[src/rtl/element_stream_parser_pkg.sv]
// Shared types for the element stream parser: id enums, name tables,
// character constants and the parser state encoding.
package parser_pkg;

    localparam int TAG_ID_W   = 3;
    localparam int ATTR_ID_W  = 3;
    localparam int NAME_TBL_W = 64;
    localparam int NUM_NAMES  = 6;

    typedef logic [NAME_TBL_W-1:0] name_t;

    typedef enum logic [TAG_ID_W-1:0] {
        TAG_UNKNOWN = 3'd0,
        TAG_DIV     = 3'd1,
        TAG_P       = 3'd2,
        TAG_BODY    = 3'd3,
        TAG_A       = 3'd4,
        TAG_IMG     = 3'd5
    } tag_id_e;

    typedef enum logic [ATTR_ID_W-1:0] {
        ATTR_UNKNOWN = 3'd0,
        ATTR_ID      = 3'd1,
        ATTR_CLASS   = 3'd2,
        ATTR_HREF    = 3'd3,
        ATTR_SRC     = 3'd4,
        ATTR_STYLE   = 3'd5
    } attr_id_e;

    // Names are lowercase ASCII, last character in the LSBs, zero-padded above.
    localparam name_t NAME_DIV   = 64'h0000_0000_0064_6976;  // "div"
    localparam name_t NAME_P     = 64'h0000_0000_0000_0070;  // "p"
    localparam name_t NAME_BODY  = 64'h0000_0000_626F_6479;  // "body"
    localparam name_t NAME_A     = 64'h0000_0000_0000_0061;  // "a"
    localparam name_t NAME_IMG   = 64'h0000_0000_0069_6D67;  // "img"
    localparam name_t NAME_ID    = 64'h0000_0000_0000_6964;  // "id"
    localparam name_t NAME_CLASS = 64'h0000_0063_6C61_7373;  // "class"
    localparam name_t NAME_HREF  = 64'h0000_0000_6872_6566;  // "href"
    localparam name_t NAME_SRC   = 64'h0000_0000_0073_7263;  // "src"
    localparam name_t NAME_STYLE = 64'h0000_0073_7479_6C65;  // "style"

    function automatic name_t tag_name(input int idx);
        case (idx)
            1:       return NAME_DIV;
            2:       return NAME_P;
            3:       return NAME_BODY;
            4:       return NAME_A;
            5:       return NAME_IMG;
            default: return '0;
        endcase
    endfunction

    function automatic name_t attr_name(input int idx);
        case (idx)
            1:       return NAME_ID;
            2:       return NAME_CLASS;
            3:       return NAME_HREF;
            4:       return NAME_SRC;
            5:       return NAME_STYLE;
            default: return '0;
        endcase
    endfunction

    localparam logic [7:0] CH_LT    = 8'h3C;
    localparam logic [7:0] CH_GT    = 8'h3E;
    localparam logic [7:0] CH_SLASH = 8'h2F;
    localparam logic [7:0] CH_EQ    = 8'h3D;
    localparam logic [7:0] CH_DQ    = 8'h22;
    localparam logic [7:0] CH_SQ    = 8'h27;
    localparam logic [7:0] CH_SP    = 8'h20;
    localparam logic [7:0] CH_TAB   = 8'h09;
    localparam logic [7:0] CH_LF    = 8'h0A;
    localparam logic [7:0] CH_CR    = 8'h0D;

    typedef enum logic [3:0] {
        S_IDLE,
        S_NAME_START,
        S_NAME,
        S_ATTR_WS,
        S_ATTR_NAME,
        S_ATTR_EQ,
        S_ATTR_VAL,
        S_EMIT_ATTR,
        S_SLASH,
        S_ERR,
        S_EMIT_TAG
    } state_e;

endpackage

[src/rtl/element_stream_parser_name_matcher.sv]
// Collects a lowercased name one character at a time and matches it against
// the tag or attribute name table; overlong names never match.
module name_matcher
    import parser_pkg::*;
#(
    parameter int NAME_LEN = 8,
    parameter int CHAR_W   = 8,
    parameter bit IS_ATTR  = 1'b0,
    parameter int ID_W     = 3
) (
    input  logic              clock,
    input  logic              reset,
    input  logic              start,
    input  logic              push,
    input  logic [CHAR_W-1:0] ch,
    output logic [ID_W-1:0]   id
);

    localparam int BUF_W = NAME_LEN * CHAR_W;
    localparam int LEN_W = $clog2(NAME_LEN + 1);
    localparam int CMP_W = (BUF_W > NAME_TBL_W) ? BUF_W : NAME_TBL_W;

    logic [BUF_W-1:0]  buf_q, buf_d;
    logic [LEN_W-1:0]  len_q, len_d;
    logic              ovf_q, ovf_d;
    logic [CHAR_W-1:0] lc;

    always_comb begin
        lc = ch;
        if (ch >= CHAR_W'(8'h41) && ch <= CHAR_W'(8'h5A)) begin
            lc = ch | CHAR_W'(8'h20);
        end
    end

    // NOTE: every signal driven here gets a default first so no path leaves it unassigned (no latch).
    always_comb begin
        buf_d = buf_q;
        len_d = len_q;
        ovf_d = ovf_q;
        if (start) begin
            buf_d = BUF_W'(lc);
            len_d = LEN_W'(1);
            ovf_d = 1'b0;
        end else if (push) begin
            if (len_q == LEN_W'(NAME_LEN)) begin
                ovf_d = 1'b1;
            end else begin
                buf_d = (buf_q << CHAR_W) | BUF_W'(lc);
                len_d = len_q + 1'b1;
            end
        end
    end

    // NOTE: state registers use non-blocking assignments so all flops update from pre-edge values.
    always_ff @(posedge clock) begin
        if (reset) begin
            buf_q <= '0;
            len_q <= '0;
            ovf_q <= 1'b0;
        end else begin
            buf_q <= buf_d;
            len_q <= len_d;
            ovf_q <= ovf_d;
        end
    end

    always_comb begin
        id = '0;
        if (!ovf_q) begin
            for (int i = 1; i < NUM_NAMES; i++) begin
                if (CMP_W'(buf_q) == CMP_W'(IS_ATTR ? attr_name(i) : tag_name(i))) begin
                    id = ID_W'(i);
                end
            end
        end
    end

endmodule

[src/rtl/element_stream_parser.sv]
// Streaming parser for one XML/HTML tag, emitting attribute records then a tag record.
// Define ELEMENT_PARSER_SELF_CLOSE_EN to recognise "/>" as a self-closing tag.
module element_stream_parser
    import parser_pkg::*;
#(
    parameter int CHAR_W   = 8,
    parameter int NAME_LEN = 8,
    parameter int VAL_LEN  = 16
) (
    input  logic                        clock,
    input  logic                        reset,
    input  logic                        char_valid,
    input  logic [CHAR_W-1:0]           char_in,
    output logic                        char_ready,
    output logic                        tag_valid,
    input  logic                        tag_ready,
    output logic [TAG_ID_W-1:0]         tag_id,
    output logic                        tag_closing,
    output logic                        tag_self_closing,
    output logic                        tag_error,
    output logic                        attr_valid,
    input  logic                        attr_ready,
    output logic [ATTR_ID_W-1:0]        attr_id,
    output logic [VAL_LEN*CHAR_W-1:0]   attr_value,
    output logic [$clog2(VAL_LEN+1)-1:0] attr_len,
    output logic                        attr_trunc
);

    localparam int LEN_W = $clog2(VAL_LEN + 1);

    state_e                    state_q, state_d;
    logic                      tag_valid_q, tag_valid_d;
    logic [TAG_ID_W-1:0]       tag_id_q, tag_id_d;
    logic                      closing_q, closing_d;
    logic                      self_close_q, self_close_d;
    logic                      error_q, error_d;
    logic                      attr_valid_q, attr_valid_d;
    logic [ATTR_ID_W-1:0]      attr_id_q, attr_id_d;
    logic [VAL_LEN*CHAR_W-1:0] value_q, value_d;
    logic [LEN_W-1:0]          len_q, len_d;
    logic                      trunc_q, trunc_d;
    logic [CHAR_W-1:0]         quote_q, quote_d;

    logic accept, is_ws_raw, is_ws, is_lt, is_gt, is_slash;
    logic tag_start, tag_push, attr_start, attr_push;
    logic [TAG_ID_W-1:0]  tag_match;
    logic [ATTR_ID_W-1:0] attr_match;

    assign char_ready = !tag_valid_q && !attr_valid_q;
    assign accept     = char_valid && char_ready;
    assign is_lt      = (char_in == CHAR_W'(CH_LT));
    assign is_gt      = (char_in == CHAR_W'(CH_GT));
    assign is_slash   = (char_in == CHAR_W'(CH_SLASH));
    assign is_ws_raw  = (char_in == CHAR_W'(CH_SP)) || (char_in == CHAR_W'(CH_TAB)) ||
                        (char_in == CHAR_W'(CH_LF)) || (char_in == CHAR_W'(CH_CR));
`ifdef ELEMENT_PARSER_SELF_CLOSE_EN
    assign is_ws = is_ws_raw;
`else
    assign is_ws = is_ws_raw || is_slash;
`endif

    name_matcher #(.NAME_LEN(NAME_LEN), .CHAR_W(CHAR_W), .IS_ATTR(1'b0), .ID_W(TAG_ID_W)) u_tag_match (
        .clock(clock), .reset(reset), .start(tag_start), .push(tag_push), .ch(char_in), .id(tag_match)
    );

    name_matcher #(.NAME_LEN(NAME_LEN), .CHAR_W(CHAR_W), .IS_ATTR(1'b1), .ID_W(ATTR_ID_W)) u_attr_match (
        .clock(clock), .reset(reset), .start(attr_start), .push(attr_push), .ch(char_in), .id(attr_match)
    );

    always_comb begin
        state_d      = state_q;
        tag_valid_d  = tag_valid_q;
        tag_id_d     = tag_id_q;
        closing_d    = closing_q;
        self_close_d = self_close_q;
        error_d      = error_q;
        attr_valid_d = attr_valid_q;
        attr_id_d    = attr_id_q;
        value_d      = value_q;
        len_d        = len_q;
        trunc_d      = trunc_q;
        quote_d      = quote_q;
        tag_start    = 1'b0;
        tag_push     = 1'b0;
        attr_start   = 1'b0;
        attr_push    = 1'b0;

        case (state_q)
            S_IDLE: if (accept && is_lt) begin
                state_d      = S_NAME_START;
                tag_id_d     = '0;
                closing_d    = 1'b0;
                self_close_d = 1'b0;
                error_d      = 1'b0;
            end
            S_NAME_START: if (accept) begin
                if (is_lt || is_ws_raw || is_gt) state_d = S_ERR;
                else if (is_slash)               closing_d = 1'b1;
                else begin
                    tag_start = 1'b1;
                    state_d   = S_NAME;
                end
            end
            S_NAME: if (accept) begin
                if (is_lt) state_d = S_ERR;
                else if (is_ws) begin
                    tag_id_d = tag_match;
                    state_d  = S_ATTR_WS;
                end else if (is_gt) begin
                    tag_id_d    = tag_match;
                    tag_valid_d = 1'b1;
                    state_d     = S_EMIT_TAG;
`ifdef ELEMENT_PARSER_SELF_CLOSE_EN
                end else if (is_slash) begin
                    tag_id_d = tag_match;
                    state_d  = S_SLASH;
`endif
                end else tag_push = 1'b1;
            end
            S_ATTR_WS: if (accept) begin
                if (is_lt) state_d = S_ERR;
                else if (is_gt) begin
                    tag_valid_d = 1'b1;
                    state_d     = S_EMIT_TAG;
`ifdef ELEMENT_PARSER_SELF_CLOSE_EN
                end else if (is_slash) begin
                    state_d = S_SLASH;
`endif
                end else if (!is_ws) begin
                    attr_start = 1'b1;
                    state_d    = S_ATTR_NAME;
                end
            end
            S_ATTR_NAME: if (accept) begin
                if (is_lt || is_ws || is_gt) state_d = S_ERR;
                else if (char_in == CHAR_W'(CH_EQ)) begin
                    attr_id_d = attr_match;
                    state_d   = S_ATTR_EQ;
                end else attr_push = 1'b1;
            end
            S_ATTR_EQ: if (accept) begin
                if (char_in == CHAR_W'(CH_DQ) || char_in == CHAR_W'(CH_SQ)) begin
                    quote_d = char_in;
                    value_d = '0;
                    len_d   = '0;
                    trunc_d = 1'b0;
                    state_d = S_ATTR_VAL;
                end else state_d = S_ERR;
            end
            S_ATTR_VAL: if (accept) begin
                if (char_in == quote_q) begin
                    attr_valid_d = 1'b1;
                    state_d      = S_EMIT_ATTR;
                end else if (len_q < LEN_W'(VAL_LEN)) begin
                    value_d[int'(len_q)*CHAR_W +: CHAR_W] = char_in;
                    len_d = len_q + 1'b1;
                end else trunc_d = 1'b1;
            end
            S_EMIT_ATTR: if (attr_ready) begin
                attr_valid_d = 1'b0;
                state_d      = S_ATTR_WS;
            end
`ifdef ELEMENT_PARSER_SELF_CLOSE_EN
            S_SLASH: if (accept) begin
                if (is_gt) begin
                    self_close_d = 1'b1;
                    tag_valid_d  = 1'b1;
                    state_d      = S_EMIT_TAG;
                end else state_d = S_ERR;
            end
`endif
            S_ERR: if (accept && is_gt) begin
                error_d     = 1'b1;
                tag_valid_d = 1'b1;
                state_d     = S_EMIT_TAG;
            end
            S_EMIT_TAG: if (tag_ready) begin
                tag_valid_d = 1'b0;
                state_d     = S_IDLE;
            end
            default: state_d = S_IDLE;
        endcase
    end

    // NOTE: the wide value register is reset too, since it drives attr_value directly.
    always_ff @(posedge clock) begin
        if (reset) begin
            state_q      <= S_IDLE;
            tag_valid_q  <= 1'b0;
            tag_id_q     <= '0;
            closing_q    <= 1'b0;
            self_close_q <= 1'b0;
            error_q      <= 1'b0;
            attr_valid_q <= 1'b0;
            attr_id_q    <= '0;
            value_q      <= '0;
            len_q        <= '0;
            trunc_q      <= 1'b0;
            quote_q      <= '0;
        end else begin
            state_q      <= state_d;
            tag_valid_q  <= tag_valid_d;
            tag_id_q     <= tag_id_d;
            closing_q    <= closing_d;
            self_close_q <= self_close_d;
            error_q      <= error_d;
            attr_valid_q <= attr_valid_d;
            attr_id_q    <= attr_id_d;
            value_q      <= value_d;
            len_q        <= len_d;
            trunc_q      <= trunc_d;
            quote_q      <= quote_d;
        end
    end

    assign tag_valid        = tag_valid_q;
    assign tag_id           = tag_id_q;
    assign tag_closing      = closing_q;
    assign tag_self_closing = self_close_q;
    assign tag_error        = error_q;
    assign attr_valid       = attr_valid_q;
    assign attr_id          = attr_id_q;
    assign attr_value       = value_q;
    assign attr_len         = len_q;
    assign attr_trunc       = trunc_q;

endmodule

[config.mk]
export PLATFORM = sky130hd
export DESIGN_NAME = element_stream_parser
export DESIGN_NICKNAME = d
export VERILOG_FILES = /design/src/rtl/element_stream_parser_pkg.sv /design/src/rtl/element_stream_parser_name_matcher.sv /design/src/rtl/element_stream_parser.sv
export SDC_FILE = /design/constraint.sdc
export NUM_CORES = 1
export LEC_CHECK = 0
export CORE_MARGIN = 5
export CORE_UTILIZATION = 25
export CTS_CLUSTER_SIZE = 20
export DETAILED_ROUTE_END_ITERATION = 12
export HOLD_SLACK_MARGIN = 0.12
export MAX_ROUTING_LAYER = met4
export PLACE_DENSITY = 0.47
export SETUP_SLACK_MARGIN = 0.05
export SLEW_MARGIN = 20
export SYNTH_ARGS = -nofsm -noshare
export SYNTH_HDL_FRONTEND = slang
export SYNTH_SLANG_ARGS = --single-unit
[constraint.sdc]
create_clock -name clock -period 3.5 [get_ports clock]
set_input_delay 0.35 -clock clock [delete_from_list [all_inputs] [get_ports clock]]
set_output_delay 0.35 -clock clock [all_outputs]
set_load 0.005 [all_outputs]
==> run metrics, run 1 <==
Crit Path Category reg -> reg; most common cell in the netlist nand2_1; CTS Sinks about 300; EDFF count, synth 0; Routed WL around 38 mm; final hold vios 0; min-delay src u_attr_match.buf_q[57]; skew final roughly 0.025 ns; Hold Crit Depth 2; Syn Inst Count 1438; Critical Path Max Stage Delay ~0.52 ns; RSZ-0062 raised after global routing no; Hold Crit Endpoint u_attr_match.buf_q[57]; leak pwr between 0.005 and 0.006 uW; crit path buf inv count 1; Rows 81; hpwl dp ~27 mm; Fmax achieved 322.7 MHz; final slew viol count 0; Fin Hold WS 0.4494 ns; Top FF cell, synth dfxtp_1; area leader, netlist dfxtp_1; sequential area share after synthesis 0.4797; largest net degree at the start of global routing 77; Critical Path End Type flop; Multi-input gate area approximately 6000 um^2; largest cells by area after synthesis dfxtp_1, nand2_1, mux2i_1; Final period util 0.8854; Max-Slew Margin vs Limit 0.3321; CTS max path bufs 3; Synth Cell Area about 12000 um^2; area growth from synthesis to layout 28.94%; Commonest cells post-synth nand2_1, dfxtp_1, a21oi_1, mux2i_1, nor2_1; Vias/cell around 4.7; Synth cell types between 70 and 80; Hold WC Path Type reg -> reg; WP data arrival 3.50 ns; GR Overflow Total 0; fillers ~5.1k; FF+latch count, synth between 200 and 300; DRT Pass-1 Iters 5; via count of the first global-routing pass a little over 10k; r2r startpoint attr_len[1]; power per cell area slightly below 500 nW/um^2; r2r worst-path depth 10; Worst VDD drop roughly 0.28 mV; global-route wire length before repair 59.59 mm; Post-CTS Setup Bufs 0; Worst-path clk slew 0.06 ns; Avg Cell Area, Syn between 8 and 9 um^2; Mapped Nets approximately 1.5k; clock root buffer clkbuf_16; Final Instance Area 15820 um^2; status complete, no violations; PnR worst setup slack between 0.4 and 0.5 ns; yosys warns 0; worst path cell trace inv_1 -> ha_1 -> nand2b_1 -> nor2_1 -> ha_1 -> or3b_1 -> nand2b_1 -> or2_2 -> o21a_1 -> a22o_1; share of layout cells above drive strength 1 0.08741; Max-Cap Viols 0; asr flop ratio synth 0; Clock Latency Late Sink 0.53 ns; total negative setup slack 0 ns; initial antenna violation count 0; register-to-register setup slack between 0.4 and 0.5 ns; Reg area 5886 um^2; Post-CTS Resized 0; Die Ht approximately 230 um; area post-placement ~15000 um^2; Routed Antenna Nets 0; Critical Path Slowest Stage Cell dfxtp_1; Core Region ~50000 um^2; Critical Path RT ~3.9 ns; final setup vio count 0; post-layout min period around 3.1 ns; Die X between 200 and 250 um; H-tree depth 2; DIE AREA between 50000 and 60000 um^2; CTS tree yes; Placer Congestion between 0.8 and 0.9; wire per inst 16.67 um; Residual DRC 0; hold_buf cts 0; post-placement setup slack around 0.26 ns; gr usage total 0.1405; crit start category flop; CTS Buf Count 35; Layout Utilization 0.3245; Crit path max-delay family simple AND/OR/NAND/NOR gates; r2r endpoint attr_value[48]; fin nets 1614; Inserted Diodes 0; Initial Util 0.2517; port bufs between 150 and 200; top cell type's share of synthesized area 0.4797; Worst Path Max Fanout 8; via count roughly 11k; Detailed Route Iter0 Violations ~720; io pins between 150 and 200; Least-Margin Pin Slew ~1 ns
## cell usage in the layout, fill, tap and decap left out, types with 8 or more instances in the layout
cell type and instances:
nor2_1 73, a21oi_1 139, nand3_1 23, clkbuf_1 8, nand2_1 388, nand4_1 17, or4_1 11, clkdlybuf4s50_1 157
dfxtp_1 294, o21ai_0 27, xnor2_1 11, a22o_1 41, buf_4 49, mux2i_1 99, inv_1 10, nand2b_1 12
nor4_1 28, clkbuf_16 36, nor3_1 23
## worst max-delay path by stage
stage	start	to	slack, ns	cells after the start
floorplan	attr_len[0]	attr_value[40]	0.53	12
global placement	char_in[0]	attr_value[114]	0.30	8
detailed placement	char_in[5]	attr_value[68]	0.26	7
CTS	attr_len[1]	attr_value[68]	0.38	10
global route	attr_len[1]	attr_value[68]	0.21	10
finish	attr_len[1]	attr_value[48]	0.40	10
## sequential cells by signal (all words and copies together) (netlist names), 4 cells and up
name	cells
u_attr_match.len_q	4
quote_q	8
u_attr_match.buf_q	64
state_q	4
u_tag_match.len_q	4
attr_value	128
u_tag_match.buf_q	64
attr_len	5
## cell type report
class	count	share of cell area
multi-input combinational	1043	0.3792
sequential	294	0.3720
timing repair buffer	209	0.1264
clock buffer	50	0.06406
tap	664	0.05251
clock inverter	6	0.003243
inverter	11	0.002610
## routing by layer
layer	vias up	part of all wire	track usage
met5	-	0	-
met4	0	0.017	0.02991
met3	48	0.046	0.02450
met2	201	0.46	0.2235
met1	5077	0.48	0.1890
li1	5320	-	-
## metrics by stage
step	total power [uW]	instances
final	7750	2277
after global placement	4425	2221
after CTS	7879	2277
after floorplan	4138	1438
after detailed placement	4423	2221
after global routing	8119	2277
## cells by family after synthesis
logic type | count (synthesis) | share of synthesized area
other cells | 1 | 0.0003056
flops | 294 | 0.4797
simple gates | 660 | 0.2542
mux | 100 | 0.08168
buf+inv | 101 | 0.03488
fa+ha+maj | 7 | 0.007138
compound gates | 262 | 0.1328
xor+xnor | 13 | 0.009280
## where the power goes
group          internal, uW  switching, uW  total [uW]  leakage, uW
combinational           294            580         874      0.00258
clock                  2010           1390        3400     0.000520
sequential             3400           75.6        3480      0.00237
total                  5700           2050        7750      0.00547
## worst register-to-register path, cell delays in order, from the launching register on
cell and delay [ns]:
dfxtp_1 0.52, inv_1 0.08, ha_1 0.23, nand2b_1 0.17, nor2_1 0.07, ha_1 0.32, or3b_1 0.52, nand2b_1 0.22
or2_2 0.31, o21a_1 0.28, a22o_1 0.27
(Power assumes the default switching activity.)
==> inputs of run 2 (changes only) <==
- ABC_AREA: default -> 1
==> run 2 against run 1 <==
Against the previous run:
- non-clock buffer count down 26
- first-iteration DRC count down 1.7%
- clock skew shrank 0.014 ns
==> run metrics, run 2 <==
global-route wire length before repair between 60 and 70 mm; Core Region around 53000 um^2; Post-CTS Setup Bufs 0; Hold WC Path Type reg -> reg; Fmax achieved ~330 MHz; Placed Cells between 2k and 3k; Synth Cell Area ~13000 um^2; switching part of the total 0.2974; Fin Hold WS 0.4508 ns; most frequent cells in the layout nand2_1, dfxtp_1, a21oi_1, nor2_1, clkdlybuf4s50_1; final hold vios 0; Clock Latency Late Sink 0.53 ns; via count of the first global-routing pass about 12k; CTS tree yes; Die X between 200 and 250 um; initial antenna violation count 0; Die Ht about 240 um; DRT Pass-1 Iters 5; P_int 6158 uW; Max-Cap Viols 0; Avg Cell Area, Syn approximately 6.8 um^2; logic gate share of total power 0.170; post-layout min period approximately 3 ns; Post-Layout Cell Count between 2k and 3k; Initial Util 0.2532; CTS Buf Count 36; area growth from synthesis to layout 25.44%; Post-CTS Resized 0; hpwl dp 31.75 mm; area leader, netlist dfxtp_1; Synth cell types 36; leak pwr 0.005851 uW; CTS max path bufs 3; gr usage total 0.1506; WP data arrival between 3 and 4 ns; Worst VDD drop between 0.2 and 0.3 mV; register share of total power 0.414; port bufs between 150 and 200; fillers approximately 5.7k; wire per inst roughly 15 um; Final Instance Area roughly 17000 um^2; Residual DRC 0; hold_buf cts 1; Inserted Diodes 0; share of layout cells above drive strength 1 0.06400; Critical Path RT 3.87 ns; GR Overflow Total 0; largest cells by area after synthesis dfxtp_1, nand2_1, a21oi_1; Worst-path clk slew around 0.06 ns; Routed WL between 40 and 50 mm; clock root buffer clkbuf_16; Commonest cells post-synth nand2_1, dfxtp_1, a21oi_1, nor2_1, inv_1; Mapped Nets 1987; Placer Congestion slightly below 0.9; final setup vio count 0; Routed Antenna Nets 0; RSZ-0062 raised after global routing no; most common cell in the netlist nand2_1; io pins roughly 160; max FFs per register approximately 130; Top FF cell, synth dfxtp_1; area post-placement between 15000 and 20000 um^2; H-tree depth 2; largest net degree at the start of global routing around 110; Least-Margin Pin Slew between 1 and 1.5 ns; Max-Slew Margin vs Limit 0.3230; skew final between 0.01 and 0.015 ns; top cell type's share of synthesized area 0.4405; Critical Path End Type flop; Rows 84; final slew viol count 0; fin nets around 2.1k; total negative setup slack 0 ns; DIE AREA 58170 um^2; asr flop ratio synth 0; crit start category flop; Crit Path Category reg -> reg; clock share of power 0.416; Worst Path Max Fanout 11; FF+latch count, synth slightly below 300; CTS Sinks approximately 290; Vias/cell around 4.5; via count 12.78k; commonest non-fill, non-tap cell in the layout nand2_1; yosys warns 0; status complete, no violations; EDFF count, synth 0; switching pwr 2607 uW; Final period util 0.8558; Syn Inst Count around 2.0k; power per cell area roughly 520 nW/um^2; sequential area share after synthesis 0.4405; Detailed Route Iter0 Violations ~700
run 2: cell types whose count changed in the layout (fill, tap and decap cells not counted), sizes merged, moves of 16 or more:
cell / delta
buf: -26
o21ai: +47
nor4: -25
a21oi: +138
mux2i: -99
nor2: +136
nand2: +239
nand4: +16
nand3: +79
inv: +154
nor3: +20
a22o: -41
run 2: area by class of cell:
class / instances / area, um^2 / share of cell area
Clock buffer: 46 / 989.7 / 0.05906
Clock inverter: 12 / 141.4 / 0.008437
Multi-Input combinational cell: 1425 / 6445 / 0.3846
Inverter: 165 / 619.3 / 0.03696
Sequential cell: 294 / 5886 / 0.3512
Timing Repair Buffer: 183 / 1817 / 0.1084
Tap cell: 688 / 860.8 / 0.05137
run 2: path summary, 6_finish.rpt:
path         slack (ns)                     to  depth (start not counted)                   from
max                0.50        attr_value[119]                         11            attr_len[1]
min                0.45  u_tag_match.buf_q[60]                          2  u_tag_match.buf_q[60]
max reg2reg        0.50        attr_value[119]                         11            attr_len[1]
min reg2reg        0.45  u_tag_match.buf_q[60]                          2  u_tag_match.buf_q[60]
run 2: kinds of logic (layout without fill, tap and decap cells):
family	Yosys count	count (layout)	share of synthesized area
and+or+nand+nor	1046	1046	0.3326
AOI/OAI and AO/OA	363	363	0.1368
DFF	294	294	0.4405
buffers and inverters	248	406	0.07801
xor gates and xnor gates	8	8	0.005245
adders and majority gates	7	7	0.006555
other	1	1	0.0002807
run 2: metrics by stage:
| stage | utilization | total power (uW) | worst slack (ns) |
|---|---|---|---|
| finish | 0.3176 | 8765 | 0.5048 |
| global route | 0.3176 | 9262 | 0.1937 |
| CTS | 0.3176 | 8916 | 0.5242 |
| detailed placement | 0.2960 | 5199 | 0.2712 |
| global placement | 0.2960 | 5193 | 0.3699 |
| floorplan | - | 4768 | 1.045 |
run 2: critical path, stage by stage (launching register included):
cell and delay (ns):
dfxtp_1 0.39, inv_1 0.09, ha_1 0.52, inv_1 0.18, nor2_1 0.58, inv_1 0.09, nor2_1 0.24, nand3_1 0.22
nand2_1 0.12, nand2_1 0.20, nand2_1 0.14, a21oi_1 0.07
run 2: power by group through the flow:
stage	sequential (uW)	combinational (uW)	clock, uW
2_1_floorplan	3660	1110	0
5_1_grt	3650	1700	3910
3_3_place_gp	3700	1490	0
4_1_cts	3630	1510	3780
6_report	3620	1490	3650
3_5_place_dp	3700	1500	0
run 2: metal layers:
metal / up-vias / track usage / part of all wire
li1: 6634 / - / -
met1: 5818 / 0.1913 / 0.46
met2: 274 / 0.2396 / 0.46
met3: 54 / 0.04045 / 0.060
met4: 0 / 0.03778 / 0.022
met5: - / - / 0
==> inputs of run 3 (changes only) <==
- CAP_MARGIN: default -> 10
==> results of run 3 <==
Final layout, timing and power as in run 2 (identical DEF).
==> patch 1: new RTL, flow settings as in run 2 <==
Build with the macro `ELEMENT_PARSER_SELF_CLOSE_EN` defined.
--- a/src/rtl/element_stream_parser.sv
+++ b/src/rtl/element_stream_parser.sv
@@ -1,5 +1,7 @@
 // Streaming parser for one XML/HTML tag, emitting attribute records then a tag record.
 // Define ELEMENT_PARSER_SELF_CLOSE_EN to recognise "/>" as a self-closing tag.
+`define ELEMENT_PARSER_SELF_CLOSE_EN
+
 module element_stream_parser
     import parser_pkg::*;
 #(
Behaviour: no difference found for any inputs over 4 cycles, from zero or initial values and one cycle with reset high; that may be too few to reach the edited logic, so the function may still have changed.
==> patch 1 against run 2 <==
- die area is 1.6% higher
- setup slack got worse by 0.18 ns
- wire length is 3.3% higher
- fmax is 5.7% lower
- power shrank 0.37%
- sequential cell count grew 1
- design area increased by 1.3%
- synthesized area grew 1.7%
- cell count is 0.28% lower
- sequential share of layout area shrank 0.35 points
- critical path type unchanged
==> patch 1: results (changes against run 2) <==
Outcome:
- The flow ran to the end, and the final reports show no timing, DRC or antenna violations.

STA:
- The relative max-transition margin is 0.3710 (+0.04801).
- The worst clock skew is 0.01992 ns (+0.008483 ns).

Placed design:
- The detailed placement HPWL is 32,260 um (+1.6%).
- The cell count after placement is 2,744 (-0.36%).
- The total placed instance area came to 15,850 um^2 (+1.5%).
- The number of I/O port buffers is 158 (+0.64%).
- The global placer's final weighted congestion was 0.8784 (+1.3%).

Global routing:
- The initial antenna violation count came to 2 (+2).
- The all-layer global routing usage is 0.1513 (+0.0006663).
- The largest net degree at the start of global routing is 104 (-1.9%).
- The number of global-route vias before repair is 12,710 (+3.0%).
- The wire length of the first global-routing pass is 71,150 um (+3.8%).

Clocking:
- The H-tree depth came to 2 (unchanged).
- The CTS buffer count is 35 (-2.8%).
- The clock latency reported for the late side of the worst-skew pair is 0.55 ns (+0.02 ns).
- The clock-pin slew on the worst setup and hold paths is 0.06 ns (about the same).

Setup path:
- The largest incremental delay on the critical path was 0.64 ns (+0.06 ns).
- The largest driver fanout on the critical path is 12 (+1).
- Among all stages on the critical path, the largest delay is contributed by sky130_fd_sc_hd__nor3_1.
- The data arrival at the endpoint of the critical path is 3.64 ns (+0.28 ns).

Pwr:
- The worst IR drop on VDD was 0.2726 mV (-5.8%).
- The reported leakage power is 6.480 nW (+11%).

Route:
- The number of DRC markers in iteration 0 is 793 (+12%).
- The detailed-route wire length came to 44,740 um (+3.3%).
- The vias per cell is 4.668 (+2.8%).

Synthesis:
- The synthesized netlist cell count is 1,955 (-0.61%).
- The portion of the post-synthesis area used by sequential elements is 0.4345 (-0.005989).
- The commonest cells after synthesis are sky130_fd_sc_hd__nand2_1 (535), sky130_fd_sc_hd__dfxtp_1 (295), sky130_fd_sc_hd__nor2_1 (239).
- By area the synthesized netlist is led by sky130_fd_sc_hd__dfxtp_1 (43%), sky130_fd_sc_hd__nand2_1 (15%), sky130_fd_sc_hd__a21oi_1 (8.2%), sky130_fd_sc_hd__nand3_1 (7.1%), sky130_fd_sc_hd__nor2_1 (6.6%).

Hold path:
- The type of the tightest min-delay check is in2reg.

Finish:
- The final non-filler cell total is 2,805 (-0.28%).
- The count of nets after finishing is 2,105 (-0.94%).
==> patch 1: changes by cell type in the layout (fill, tap and decap cells not counted), moves of 6 or more <==
cell and change:
sky130_fd_sc_hd__nor2_1 +41, sky130_fd_sc_hd__nand3_1 +93, sky130_fd_sc_hd__nor4_1 -6, sky130_fd_sc_hd__nor3_1 -6, sky130_fd_sc_hd__inv_1 -8, sky130_fd_sc_hd__a21oi_1 -57, sky130_fd_sc_hd__nand3b_1 +6, sky130_fd_sc_hd__nand2_1 -82
sky130_fd_sc_hd__o21ai_1 -48, sky130_fd_sc_hd__o211a_1 +50, sky130_fd_sc_hd__inv_2 -13, sky130_fd_sc_hd__nand4_1 +11
==> patch 1: final cells by class <==
cell class,count,area (um^2)
Timing Repair Buffer,185,1836
Multi-Input combinational cell,1423,6700
Sequential cell,295,5906
Clock buffer,50,1003
Clock inverter,10,121.4
Tap cell,696,870.8
Inverter,145,544.3
Fill cell,5855,36830
Antenna cell,1,2.502
==> patch 1: path summary, 6_finish.rpt <==
check | cells after the start | from | to | slack [ns]
max reg2reg | 8 | attr_len[1] | attr_value[117] | 0.33
min | 2 | reset | tag_valid | 0.29
min reg2reg | 2 | tag_self_closing | tag_self_closing | 0.46
max | 8 | attr_len[1] | attr_value[117] | 0.33
==> patch 1: kinds of logic after synthesis <==
family | share of synthesized area
XOR/XNOR | 0.004511
AO/OA/AOI/OAI | 0.1331
flip-flops | 0.4345
AND/OR/NAND/NOR | 0.3482
buffers and inverters | 0.07319
adder cells (fa/ha/maj) | 0.006444
==> patch 1: metrics by stage <==
step	utilization	setup slack (ns)	hold slack, ns	power [mW]
after floorplan	-	1.196	0.4359	4.757
after global placement	0.2946	0.2109	0.4440	5.200
after detailed placement	0.2946	0.1772	0.4517	5.203
after CTS	0.3155	0.3560	0.2385	8.876
after global routing	0.3156	0.1273	0.2829	9.212
final	0.3156	0.3254	0.2857	8.733
==> patch 1: metal layers <==
metal  up-vias  track usage  share of wire
met1      6047       0.2081           0.49
met5         -            -              0
met4         0      0.03588          0.020
met3        57      0.03168          0.048
met2       304       0.2289           0.44
li1       6687            -              -
==> patch 1: where the power goes <==
| part | switching (mW) | internal [mW] |
|---|---|---|
| Sequential | 0.120 | 3.51 |
| Combinational | 1.02 | 0.473 |
| Clock | 1.46 | 2.15 |
| Total | 2.60 | 6.13 |
==> patch 2: new RTL, flow settings as in run 2 <==
Made on the original files. Encoding of `state_e`: now one-hot (11 bits for 11 states).
--- a/src/rtl/element_stream_parser_pkg.sv
+++ b/src/rtl/element_stream_parser_pkg.sv
@@ -72,18 +72,18 @@
     localparam logic [7:0] CH_LF    = 8'h0A;
     localparam logic [7:0] CH_CR    = 8'h0D;
 
-    typedef enum logic [3:0] {
-        S_IDLE,
-        S_NAME_START,
-        S_NAME,
-        S_ATTR_WS,
-        S_ATTR_NAME,
-        S_ATTR_EQ,
-        S_ATTR_VAL,
-        S_EMIT_ATTR,
-        S_SLASH,
-        S_ERR,
-        S_EMIT_TAG
+    typedef enum logic [10:0] {
+        S_IDLE       = 11'b00000000001,
+        S_NAME_START = 11'b00000000010,
+        S_NAME       = 11'b00000000100,
+        S_ATTR_WS    = 11'b00000001000,
+        S_ATTR_NAME  = 11'b00000010000,
+        S_ATTR_EQ    = 11'b00000100000,
+        S_ATTR_VAL   = 11'b00001000000,
+        S_EMIT_ATTR  = 11'b00010000000,
+        S_SLASH      = 11'b00100000000,
+        S_ERR        = 11'b01000000000,
+        S_EMIT_TAG   = 11'b10000000000
     } state_e;
 
 endpackage
Check against the original RTL: no difference found for any inputs over 4 cycles, from zero or initial values and one cycle with reset high; so few cycles prove little.
==> patch 2 against run 2 <==
- design area is 5.5% higher
- setup slack improved by 0.12 ns
- fmax grew 4.2%
- non-clock buffer count rose by 19
- wire length is 10% higher
- power increased by 7.7%
- cell count is 4.3% higher
- largest power group unchanged
- die area is 5.1% higher
- synthesized area up 5.3%
- sequential share of layout area down 1.1 points
- via count grew 11%
- sequential cell count increased by 6
- first-iteration DRC count up 51%
==> patch 2: results (changes against run 2) <==
Finish:
- The count of nets after finishing is 2,171 (+2.2%).
- The count of fill cells added during filler insertion is 6,016 (+5.3%).
- The flip-flop count of the largest register, all copies and words added was 128 (unchanged).
- The share of cells above drive strength 1 was 0.06713 (+0.003126).

Global routing:
- The number of global-route vias before repair came to 13,340 (+8.1%).
- The all-layer global routing usage is 0.1554 (+0.004801).
- The initial antenna violation count was 3 (+3).
- The largest net degree at the start of global routing is 84 (-21%).
- The wire length of the first global-routing pass is 74,710 um (+9.0%).

Clocking:
- The number of cells upsized or downsized after cts is 0 (unchanged).
- The clock latency reported for the late side of the worst-skew pair is 0.55 ns (+0.02 ns).
- The CTS buffer count came to 35 (-2.8%).
- The buffer type at the clock tree root is sky130_fd_sc_hd__clkbuf_16.

Synthesis:
- The post-synthesis net count is 2,041 (+2.7%).
- The most used flip-flop cell after synthesis is sky130_fd_sc_hd__dfxtp_1.
- The count of unique library cells instantiated by Yosys is 43 (+19%).
- The post-synthesis average cell area is 6.962 um^2 (+2.5%).
- In the synthesized netlist, the cells that appear most often are sky130_fd_sc_hd__nand2_1 (328), sky130_fd_sc_hd__nor2_1 (310), sky130_fd_sc_hd__dfxtp_1 (300).
- The number of synthesis warnings is 0 (unchanged).
- By area the synthesized netlist is led by sky130_fd_sc_hd__dfxtp_1 (43%), sky130_fd_sc_hd__nand2_1 (8.7%), sky130_fd_sc_hd__a21oi_1 (8.4%), sky130_fd_sc_hd__nor2_1 (8.3%), sky130_fd_sc_hd__nand4_1 (7.3%).

Setup path:
- The largest incremental delay on the critical path came to 0.52 ns (-0.06 ns).
- The largest driver fanout on the critical path is 8 (-3).
- On the critical path the largest part of the delay comes from simple AND/OR/NAND/NOR gates.
- The length in cells of the worst reg-to-reg path was 12 (+1).

Pwr:
- The reported leakage power is 6.217 nW (+6.3%).
- The internal power summed over all cells is 6.384 mW (+3.7%).

Placed design:
- The global placer's final weighted congestion is 0.8895 (+2.6%).
- The cell count after placement is 2,870 (+4.2%).
- The detailed placement HPWL is 34,780 um (+9.6%).

Route:
- The routed wire length on met2 was 21,580 um (+8.9%).
- The detailed-route wire length is 47,810 um (+10%).
- The number of DRC markers in iteration 0 is 1,073 (+51%).
- The routed wirelength normalized by instance count came to 16.29 um (+5.9%).
- The total routed wire length on the met1 layer came to 22,110 um (+11%).
- The first-pass iteration count of the detailed router is 6 (+1).
- The vias per cell is 4.820 (+6.1%).
- The total length of routed met3 wires was 2793 um (+7.8%).

Hold path:
- The startpoint identified for the worst hold timing path is reset.
- The path class of the tightest hold or removal check is in2reg.

STA:
- The worst clock skew was 0.03177 ns (+0.02034 ns).
- The worst-margin pin slew was 0.8096 ns (-0.2060 ns).

Outcome:
- The flow ran to the end, and the final reports show no timing, DRC or antenna violations.
[patch 2: path summary, 6_finish.rpt]
path                                         endpoint  slack [ns]
worst max register to register          attr_value[8]        0.63
worst min-delay path                       quote_q[1]        0.24
worst max-delay path                    attr_value[8]        0.63
worst min register to register  u_tag_match.buf_q[42]        0.46
[patch 2: power groups by stage]
stage / Sequential, mW / Combinational, mW / Clock (mW)
global placement: 3.72 / 1.97 / 0
detailed placement: 3.72 / 1.98 / 0
floorplan: 3.69 / 1.45 / 0
CTS: 3.65 / 1.99 / 3.91
finish: 3.65 / 2.01 / 3.78
global route: 3.66 / 2.24 / 4.04
[patch 2: layout make-up]
class	instances	share of cell area
inverters	162	0.03462
well taps	756	0.05352
flip-flops and latches	300	0.3398
repair buffers	202	0.1114
multi-input cells	1450	0.3930
clock buffers	50	0.05904
diodes	3	0.0004247
clock inverters	11	0.008212
[patch 2: through the flow]
stage / area (um^2) / total power [mW] / setup slack, ns
3_5_place_dp: 16480 / 5.699 / 0.4426
4_1_cts: 17670 / 9.544 / 0.6298
6_report: 17670 / 9.440 / 0.6263
3_3_place_gp: 16480 / 5.692 / 0.4699
2_1_floorplan: 14070 / 5.143 / 0.9520
5_1_grt: 17670 / 9.942 / 0.4041
[patch 2: per-layer routing]
layer,track usage,vias to the layer above
met2,0.2397,393
met4,0.04781,0
li1,-,7120
met1,0.2045,6548
met3,0.03437,81
met5,-,-
[patch 2: cell families (layout without fill, tap and decap cells)]
group	after synthesis	after routing	share of synthesized area
simple gates	1028	1028	0.3348
compound gates	403	403	0.1448
flops	300	300	0.4268
buf+inv	271	425	0.08030
xor+xnor	11	11	0.006847
fa+ha+maj	7	7	0.006224
other cells	1	4	0.0002665
